## src/rtl/prg_host_link.sv

```systemverilog
// prg_host_link: host-side sequencer for the tt_um_prg byte-serial target (reset, load 5 bytes, wait ready, capture 3 bytes).
// Optional WAIT watchdog enabled by defining PRG_HOST_TIMEOUT_EN.
module prg_host_link #(
  parameter int RST_CYC     = 2,
  parameter int FIRST_DLY   = 2,
  parameter int TIMEOUT_CYC = 64
) (
  input  logic        clk,
  input  logic        rst_n,
  input  logic        req_valid,
  output logic        req_ready,
  input  logic [39:0] req_data,
  output logic        rsp_valid,
  input  logic        rsp_ready,
  output logic [23:0] rsp_data,
  output logic        rsp_err,
  output logic        tgt_rst_n,
  output logic        tgt_load,
  output logic [7:0]  tgt_data,
  input  logic        tgt_rdy,
  input  logic [7:0]  tgt_q,
  output logic        busy
);
  localparam int M1   = RST_CYC > 5 ? RST_CYC : 5;
  localparam int M2   = M1 > FIRST_DLY + 2 ? M1 : FIRST_DLY + 2;
  localparam int MAXV = M2 > TIMEOUT_CYC ? M2 : TIMEOUT_CYC;
  localparam int CW   = $clog2(MAXV + 1) + 1;

  typedef enum logic [2:0] {IDLE, TRST, LOAD, WAIT, CAP, RESP} state_t;

  state_t        r_state, w_nxt;
  logic [CW-1:0] r_cnt, w_cnt;
  logic [39:0]   r_sh;
  logic [23:0]   r_rsp_data;
  logic          r_req_ready, r_rsp_valid, r_rsp_err, r_tgt_rst_n, r_tgt_load, r_busy;
  logic [7:0]    r_tgt_data;
  logic          w_to, w_cap;

  always_comb begin
    w_nxt = r_state;
    w_cnt = r_cnt + 1'b1;
    w_to  = 1'b0;
    case (r_state)
      IDLE: begin
        w_cnt = '0;
        if (req_valid && r_req_ready) w_nxt = TRST;
      end
      TRST: if (r_cnt == CW'(RST_CYC - 1)) begin
        w_nxt = LOAD;
        w_cnt = '0;
      end
      LOAD: if (r_cnt == CW'(4)) begin
        w_nxt = WAIT;
        w_cnt = '0;
      end
      WAIT: begin
        if (tgt_rdy) begin
          w_nxt = CAP;
          w_cnt = '0;
        end
`ifdef PRG_HOST_TIMEOUT_EN
        else if (r_cnt == CW'(TIMEOUT_CYC - 1)) begin
          w_nxt = RESP;
          w_to  = 1'b1;
        end
`else
        else w_cnt = r_cnt;
`endif
      end
      CAP: if (r_cnt == CW'(FIRST_DLY + 1)) w_nxt = RESP;
      RESP: begin
        w_cnt = r_cnt;
        if (rsp_ready) w_nxt = IDLE;
      end
      default: w_nxt = IDLE;
    endcase
  end

  // result bytes arrive on consecutive edges starting FIRST_DLY edges after ready
  assign w_cap = (r_state == CAP) && (r_cnt >= CW'(FIRST_DLY - 1));

  always_ff @(posedge clk or negedge rst_n) begin
    if (!rst_n) begin
      r_state     <= IDLE;
      r_cnt       <= '0;
      r_sh        <= '0;
      r_rsp_data  <= '0;
      r_req_ready <= 1'b0;
      r_rsp_valid <= 1'b0;
      r_rsp_err   <= 1'b0;
      r_tgt_rst_n <= 1'b0;
      r_tgt_load  <= 1'b0;
      r_tgt_data  <= '0;
      r_busy      <= 1'b0;
    end else begin
      r_state     <= w_nxt;
      r_cnt       <= w_cnt;
      r_req_ready <= w_nxt == IDLE;
      r_busy      <= w_nxt != IDLE;
      r_rsp_valid <= w_nxt == RESP;
      r_tgt_rst_n <= !(w_nxt inside {IDLE, TRST});
      r_tgt_load  <= w_nxt == LOAD;
      r_tgt_data  <= w_nxt == LOAD ? r_sh[39:32] : 8'h00;
      if (r_state == IDLE) r_sh <= req_data;
      else if (w_nxt == LOAD) r_sh <= {r_sh[31:0], 8'h00};
      if (w_cap) r_rsp_data <= {r_rsp_data[15:0], tgt_q};
      else if (w_to) r_rsp_data <= '0;
      if (r_state == IDLE) r_rsp_err <= 1'b0;
      else if (w_to) r_rsp_err <= 1'b1;
    end
  end

  assign req_ready = r_req_ready;
  assign rsp_valid = r_rsp_valid;
  assign rsp_data  = r_rsp_data;
  assign rsp_err   = r_rsp_err;
  assign tgt_rst_n = r_tgt_rst_n;
  assign tgt_load  = r_tgt_load;
  assign tgt_data  = r_tgt_data;
  assign busy      = r_busy;
endmodule

```

## config.mk

```make
export PLATFORM = sky130hd
export DESIGN_NAME = prg_host_link
export DESIGN_NICKNAME = d
export VERILOG_FILES = /design/src/rtl/prg_host_link.sv
export SDC_FILE = /design/constraint.sdc
export NUM_CORES = 1
export LEC_CHECK = 0
export CAP_MARGIN = 25
export CELL_PAD_IN_SITES_DETAIL_PLACEMENT = 0
export CELL_PAD_IN_SITES_GLOBAL_PLACEMENT = 1
export CORE_MARGIN = 10
export CORE_UTILIZATION = 25
export CTS_CLUSTER_DIAMETER = 50
export CTS_CLUSTER_SIZE = 30
export DETAILED_ROUTE_END_ITERATION = 10
export PLACE_DENSITY = 0.56
export SLEW_MARGIN = 20
export SYNTH_ARGS = -nofsm -noshare
export SYNTH_HDL_FRONTEND = slang
export SYNTH_SLANG_ARGS = --single-unit
```

## constraint.sdc

```tcl
create_clock -name clk -period 3.4 [get_ports clk]
set_clock_uncertainty 0.2 [all_clocks]
set_input_delay 0.85 -clock clk [delete_from_list [all_inputs] [get_ports clk]]
set_output_delay 0.85 -clock clk [all_outputs]
set_load 0.02 [all_outputs]
```

==> results.toml, run 1 <==
[outcome]
status = "finished clean"

[clock_tree]
insertion_delay_ps = 330
htree_levels = 3
cts_tree = "built"
holdBufCountCts = 0
cts_buffer_depth = 2
cts.sinks = 88
post-cts-setup-buffers = 0
postCtsResizedCells = 0
path_clk_slew_ps = 60
cts_buffers = 9
cts-root-buf = "clkbuf_16"

[grt]
grt_overflow_total = 0
grt_pass1_wl_microns = 14700
grt_use_met2_pct = 14.1
grt_most_used_layer = "met2"
grt_pass1_vias = 2809
grt_util_met1_pct = 11.4
grt_max_degree = 50
grt_usage_pct = 9.01
antenna_found_initial = 0
grt.met3_usage_pct = 2.24

[critical_path]
critPathKind = "in2reg"
cp-end-kind = "register"
worstPathArrival_ps = 2830
worstSetupStartpointType = "input pin"
worst-path-max-fanout = 32
worstPathRequired_ps = 3410

[synth]
synth.most_common_cell = "dfrtp_1"
yosys_register_bits = 88
ys.flop_type = "dfrtp_1"
synth_area_leaders = "dfrtp_1 (58%), a221o_1 (8.7%), mux2_2 (7.1%)"
yosysSeqAreaShare_pct = 57.8
synth_nets = 369
avgSynthCellArea_sq_um = 12.2
synth-async-reset-ratio_pct = 100
synth_top_area_share_pct = 57.8
ys_top_cells_by_count = "dfrtp_1 (88), and2_1 (40), a221o_1 (33), mux2_2 (24), nand2_1 (23)"
synth_top_cell_by_area = "dfrtp_1"
ys_types = 39
syn_inst = 312
synth_edf_count = 0
syn_area_sq_um = 3810
synth_warnings = 0

[place]
portBuffers = 89
placed_cell_area_sq_um = 4890
hpwl_microns = 6720
gp_congestion = 0.755

[sta]
fin_crit_ps = 2820
finalHoldViolations = 0
max_freq_mhz = 355
finalSetupViolations = 0
slew_viol_final = 0
relSlewSlack_pct = 50.3
fin_setup_tns_ps = 0
worst_slew_pin_slew_ps = 739
fin_crit_sh_pct = 82.8
rsz0062_at_grt = "no"

[routing]
detail-route-antenna-nets = 0
via_per_inst = 4.48
drc = 0
drt_pass1_iterations = 4
drt_iter0_drc = 205
wl_per_cell_microns = 15.7
num_vias = 2645
drt-total-wl_microns = 9270

[floorplanning]
core.rowCount = 45
io_pins = 91
start_util_pct = 25.2
die-area_sq_um = 20600
die_x_microns = 143
chipHeight_microns = 143
core-area_sq_um = 15100

[run]
cap_viol_max_count = 0

[worst_hold_path]
hold_path_class = "reg2reg"

[layout]
fin_nets = 454
drive_gt1_share_pct = 13.4
syn2layout_area_growth_pct = 36.2
diodes = 0
finalInstanceArea_sq_um = 5190

[pwr]
leakage_nw = 2.22
ir_drop_v = 0.000399
power_density_nw_per_um2 = 890
final timing paths:
path,start,end,slack (ps),cells after the start
worst max-delay path,tgt_rdy,r_sh[36],580,7
worst min-delay path,r_sh[32],tgt_data[0],290,1
worst max register to register,r_cnt[1],r_sh[36],700,8
worst min register to register,r_sh[32],tgt_data[0],290,1
max in group asynchronous,rst_n,r_sh[19],2020,2
min in group asynchronous,rst_n,r_cnt[3],340,1
cells in the final DEF, fill, tap and decap left out, types with 6 or more instances in the layout:
| cell | n |
|---|---|
| mux2_2 | 24 |
| nor2_1 | 11 |
| clkbuf_16 | 9 |
| o21ai_0 | 11 |
| and2_1 | 40 |
| dfrtp_1 | 88 |
| clkdlybuf4s50_1 | 88 |
| a221o_1 | 33 |
| xor2_1 | 6 |
| nand2_1 | 23 |
registers in the layout, summed over array words and instances, names as in the netlist:
register and cells:
busy 1, rsp_data 24, tgt_data 8, req_ready 1
r_sh 40, tgt_load 1, r_state 3, r_cnt 8
tgt_rst_n 1, rsp_valid 1
stage by stage:
step           power (mW)  utilization (%)  worst slack [ps]  hold WS (ps)  cells
4_1_cts              4.70             34.4               578           293    590
5_1_grt              4.94             34.4               463           307    590
6_report             4.62             34.4               583           292    590
3_5_place_dp         3.73             32.4               220           279    574
2_1_floorplan        3.04                -               922           255    312
3_3_place_gp         3.69             32.4               265           276    574
critical path, cell delays in order:
cell and delay (ps):
clkdlybuf4s50_1 480, a21boi_0 270, a31oi_1 70, or2_2 340, o31a_1 240, buf_4 230
a221o_1 330
layer usage:
metal / share of wire (%) / vias to the layer above
met5: 0 / -
met4: 1.7 / 0
met3: 5.2 / 9
met2: 47 / 58
met1: 46 / 1286
li1: - / 1292
layout make-up:
class | count | area (sq um)
repair buffers | 94 | 951
clock buffers | 12 | 267
inverters | 5 | 18.8
clock inverters | 4 | 26.3
flip-flops and latches | 88 | 2200
well taps | 188 | 235
multi-input cells | 199 | 1490
fillers | 1492 | 9900
cell families (layout without fill, tap and decap cells):
kind of cell / after synthesis / in the layout / share of synthesized area [%]
fa+ha+maj: 4 / 4 / 1.31
buf+inv: 25 / 115 / 3.58
simple gates: 103 / 103 / 15.3
mux: 24 / 24 / 7.09
xor+xnor: 7 / 7 / 1.61
other cells: 1 / 1 / 0.0984
compound gates: 60 / 60 / 13.2
flops: 88 / 88 / 57.8
power breakdown:
part           internal, mW  switching (mW)  leakage (nW)
registers              1.47           0.294          1.12
logic                 0.954           0.945         0.954
clock network         0.555           0.394         0.145
Note: power is estimated with default switching activity, not from simulation.
==> run 2: changes to the inputs <==
Clock period 3.4 ns to 2.7 ns, I/O delays scaled along.
==> results.toml, run 2 (synthesized netlist as in run 1, its figures left out) <==
[critical_path]
worstPathRequired_ps = 2720
cp-end-kind = "register"
worstPathArrival_ps = 2600
critPathKind = "reg2reg"
worstSetupStartpointType = "register"
worst-path-max-fanout = 32

[routing]
met3WireLength_microns = 574
drt_pass1_iterations = 5
wl_per_cell_microns = 15.8
drt_iter0_drc = 177
detail-route-antenna-nets = 0
via_per_inst = 4.51
maxUsedRoutingLayer = "met4"
drc = 0
wl_met1_microns = 4390
dr_wl_met2_microns = 4340
num_vias = 2701
drt-total-wl_microns = 9460

[grt]
grt_pass1_vias = 2828
grt_pass1_wl_microns = 15200
grt_usage_pct = 9.40
grt_overflow_total = 0
antenna_found_initial = 0
grt_max_degree = 50

[place]
dp_slack_ps = -165
hpwl_microns = 6760
portBuffers = 89
placed_cell_area_sq_um = 4980
gp_congestion = 0.788

[pwr]
leakage_nw = 2.28
ir_drop_v = 0.000437
pwr-share-seq_pct = 36.6
sw_frac_of_total_pct = 34.4
p_switching_mw = 2.07
intPower_mw = 3.95
comb_power_share_pct = 42.1
power_density_nw_per_um2 = 1140
clkPwrFrac_pct = 21.4

[sta]
max_freq_mhz = 388
fin_hold_ws_ps = 288
rsz0062_at_grt = "no"
finalHoldViolations = 0
fin_crit_ps = 2580
finalSetupViolations = 0
fin_crit_sh_pct = 95.5
worst_slack_ps = 122
slew_viol_final = 0

[outcome]
status = "finished clean"

[layout]
drive_gt1_share_pct = 14.6
largest_reg_flops = 40
largest-register = "r_sh"
n_fill_cell = 1507
syn2layout_area_growth_pct = 38.9
layout_common_cells = "dfrtp_1 (88), clkdlybuf4s50_1 (88), and2_1 (40)"
finalInstanceArea_sq_um = 5290
diodes = 0
fin_nets = 465
utilization_pct = 35.1

[floorplanning]
die-area_sq_um = 20600
core-area_sq_um = 15100
chipHeight_microns = 143
start_util_pct = 25.2
die_x_microns = 143
io_pins = 91
core.rowCount = 45

[clock_tree]
cts-root-buf = "clkbuf_16"
path_clk_slew_ps = 60
insertion_delay_ps = 340
cts_buffers = 9
cts_buffer_depth = 2
cts_tree = "built"
cts.sinks = 88
htree_levels = 3
postCtsResizedCells = 0

[run]
cap_viol_max_count = 0

[worst_hold_path]
hold_path_class = "reg2reg"
run 2: final cells by class:
type / instances / area, sq um / share of cell area [%]
tap: 188 / 235 / 4.44
timing repair buffer: 105 / 1050 / 19.8
multi-input combinational: 199 / 1490 / 28.1
clock buffer: 11 / 233 / 4.40
inverter: 5 / 18.8 / 0.355
sequential: 88 / 2200 / 41.6
clock inverter: 3 / 68.8 / 1.30
run 2: timing repair:
action | 4_1_cts | 5_1_grt
endpoints found under the setup margin | 0 | 31
buffers inserted | 0 | 0
hold endpoints to repair | 9 | 0
hold buffers | 1 | 0
run 2: final timing paths:
kind / startpoint / endpoint / slack [ps] / cells past startpoint
setup reg to reg: r_cnt[1] / r_sh[28] / 120 / 8
hold / removal: r_sh[37] / tgt_data[5] / 290 / 1
hold reg to reg: r_sh[37] / tgt_data[5] / 290 / 1
max in group asynchronous: rst_n / r_sh[19] / 1170 / 3
min in group asynchronous: rst_n / tgt_load / 510 / 2
setup / recovery: r_cnt[1] / r_sh[28] / 120 / 8
run 2: power groups by stage:
| stage | sequential [mW] | clock [mW] | combinational [mW] |
|---|---|---|---|
| 6_report | 2.20 | 1.29 | 2.53 |
| 4_1_cts | 2.20 | 1.34 | 2.59 |
| 5_1_grt | 2.26 | 1.41 | 2.80 |
| 2_1_floorplan | 2.33 | 0 | 1.50 |
| 3_5_place_dp | 2.23 | 0 | 2.58 |
| 3_3_place_gp | 2.21 | 0 | 2.54 |
run 2: critical path: stages (launching register included):
cell      delay [ps]
dfrtp_1          380
inv_1            120
ha_1             220
nor4b_4          280
a211oi_1         130
a211o_1          300
o31a_1           350
buf_12           180
a221o_1          300
run 2: metrics by stage:
| step | power (mW) | TNS, ps | instances |
|---|---|---|---|
| after floorplan | 3.83 | 0 | 312 |
| after global placement | 4.75 | -5180 | 584 |
| after detailed placement | 4.81 | -5740 | 584 |
| after CTS | 6.13 | 0 | 599 |
| after global routing | 6.47 | 0 | 599 |
| final | 6.03 | 0 | 599 |
run 2: routing by layer:
layer	track usage [%]	up-vias
met2	14.0	63
met5	0	-
met3	3.17	9
li1	-	1315
met4	3.71	0
met1	12.2	1314
==> run 3: changes to the inputs <==
Settings changed: GPL_TIMING_DRIVEN set to 0.
==> results.toml, run 3 (synthesized netlist as in run 1, its figures left out) <==
[critical_path]
cp_slowest_cell = "dfrtp_2"
crit_path_cell_trace = "inv_2 > ha_1 > nor4b_4 > a211oi_1 > a211o_1 > o31a_1 > buf_6 > a221o_1"
worstSetupStartpointType = "register"
critPathKind = "reg2reg"
cp_slowest_stage_delay_ps = 420
cp_top_family = "compound AO/OA/AOI/OAI gates"
worstPathRequired_ps = 2720
worst-path-max-fanout = 10
cp-end-kind = "register"
critPathBufInv = 2
worstPathArrival_ps = 2570

[sta]
finalSetupViolations = 0
relSlewSlack_pct = 51.5
worst_slew_pin_slew_ps = 721
fin_setup_tns_ps = 0
fin_hold_ws_ps = 10.6
finalHoldViolations = 0
fin_crit_sh_pct = 94.7
fin_crit_ps = 2560
slew_viol_final = 0
rsz0062_at_grt = "no"
max_freq_mhz = 391
worst_slack_ps = 142

[routing]
drc = 0
via_per_inst = 4.58
drt_iter0_drc = 179
num_vias = 2784
drt-total-wl_microns = 10100
detail-route-antenna-nets = 0
drt_pass1_iterations = 4
wl_per_cell_microns = 16.7

[grt]
grt_overflow_total = 0
grt_usage_pct = 9.86
grt_max_degree = 58
grt_pass1_vias = 2901
antenna_found_initial = 0
grt_pass1_wl_microns = 15900

[pwr]
total_power_mw = 6.02
power_density_nw_per_um2 = 1140
leakage_nw = 2.29
ir_drop_v = 0.000370

[place]
dp_slack_ps = -428
portBuffers = 89
gp_congestion = 0.786
hpwl_microns = 7540

[layout]
diodes = 0
drive_gt1_share_pct = 16.2
fin_nets = 472
syn2layout_area_growth_pct = 38.8
utilization_pct = 35.0
largest_reg_flops = 40
n_fill_cell = 1492
largest-register = "r_sh"
layout_common_cells = "clkdlybuf4s50_1 (87), dfrtp_1 (86), and2_1 (40)"
final_common_cell = "clkdlybuf4s50_1"

[clock_tree]
cts_buffer_depth = 2
path_clk_slew_ps = 60
cts_tree = "built"
htree_levels = 3
cts_buffers = 9
insertion_delay_ps = 340
cts.sinks = 88
cts-root-buf = "clkbuf_16"

[floorplanning]
core.rowCount = 45
io_pins = 91
chipHeight_microns = 143
die_x_microns = 143
die-area_sq_um = 20600
start_util_pct = 25.2
core-area_sq_um = 15100

[outcome]
status = "finished clean"

[worst_hold_path]
hold_path_class = "in2async"

[run]
cap_viol_max_count = 0
## run 3: cell count changes in the layout (fill, tap and decap cells not counted), sizes merged, moves of 2 or more
cell | before | now
clkinvlp | 0 | 2
clkinv | 1 | 3
bufinv | 2 | 0
clkbuf | 11 | 17
## run 3: what timing repair did
action	CTS	global route
buffers inserted	1	1
gates resized for setup	5	6
endpoints found under the setup margin	59	47
gates cloned	0	0
pin swaps	1	2
hold buffers	0	0
## run 3: final timing paths
path | start | endpoint | slack, ps | depth (start not counted)
min in group clk | r_sh[34] | tgt_data[2] | 290 | 1
worst min register to register | r_sh[34] | tgt_data[2] | 290 | 1
max in group asynchronous | rst_n | r_sh[37] | 1710 | 2
worst max register to register | r_cnt[1] | r_sh[38] | 140 | 8
worst max-delay path | r_cnt[1] | r_sh[38] | 140 | 8
worst min-delay path | rst_n | r_cnt[3] | 10 | 1
## run 3: power by group
part	leakage, nW	total (mW)	internal [mW]	switching (mW)
combinational	1.03	2.64	1.31	1.33
clock	0.135	1.18	0.650	0.528
sequential	1.12	2.20	1.86	0.338
## run 3: layer usage
metal	track usage, %	part of all wire, %
met1	12.5	47
met2	15.5	47
met3	3.00	5.3
met4	3.55	1.2
met5	0	0
## run 3: layout make-up
type / instances / area (sq um) / area share (%)
Inverter: 5 / 18.8 / 0.355
Multi-Input combinational cell: 199 / 1490 / 28.1
Sequential cell: 88 / 2200 / 41.7
Timing Repair Buffer: 92 / 937 / 17.7
Tap cell: 188 / 235 / 4.45
Buffer: 20 / 124 / 2.34
Clock inverter: 6 / 42.5 / 0.805
Clock buffer: 10 / 239 / 4.52
## run 3: metrics by stage
| step | cell area (sq um) | instances |
|---|---|---|
| finish | 5290 | 608 |
| global route | 5290 | 608 |
| CTS | 5270 | 607 |
| detailed placement | 4960 | 590 |
| global placement | 4940 | 589 |
| floorplan | 3810 | 312 |
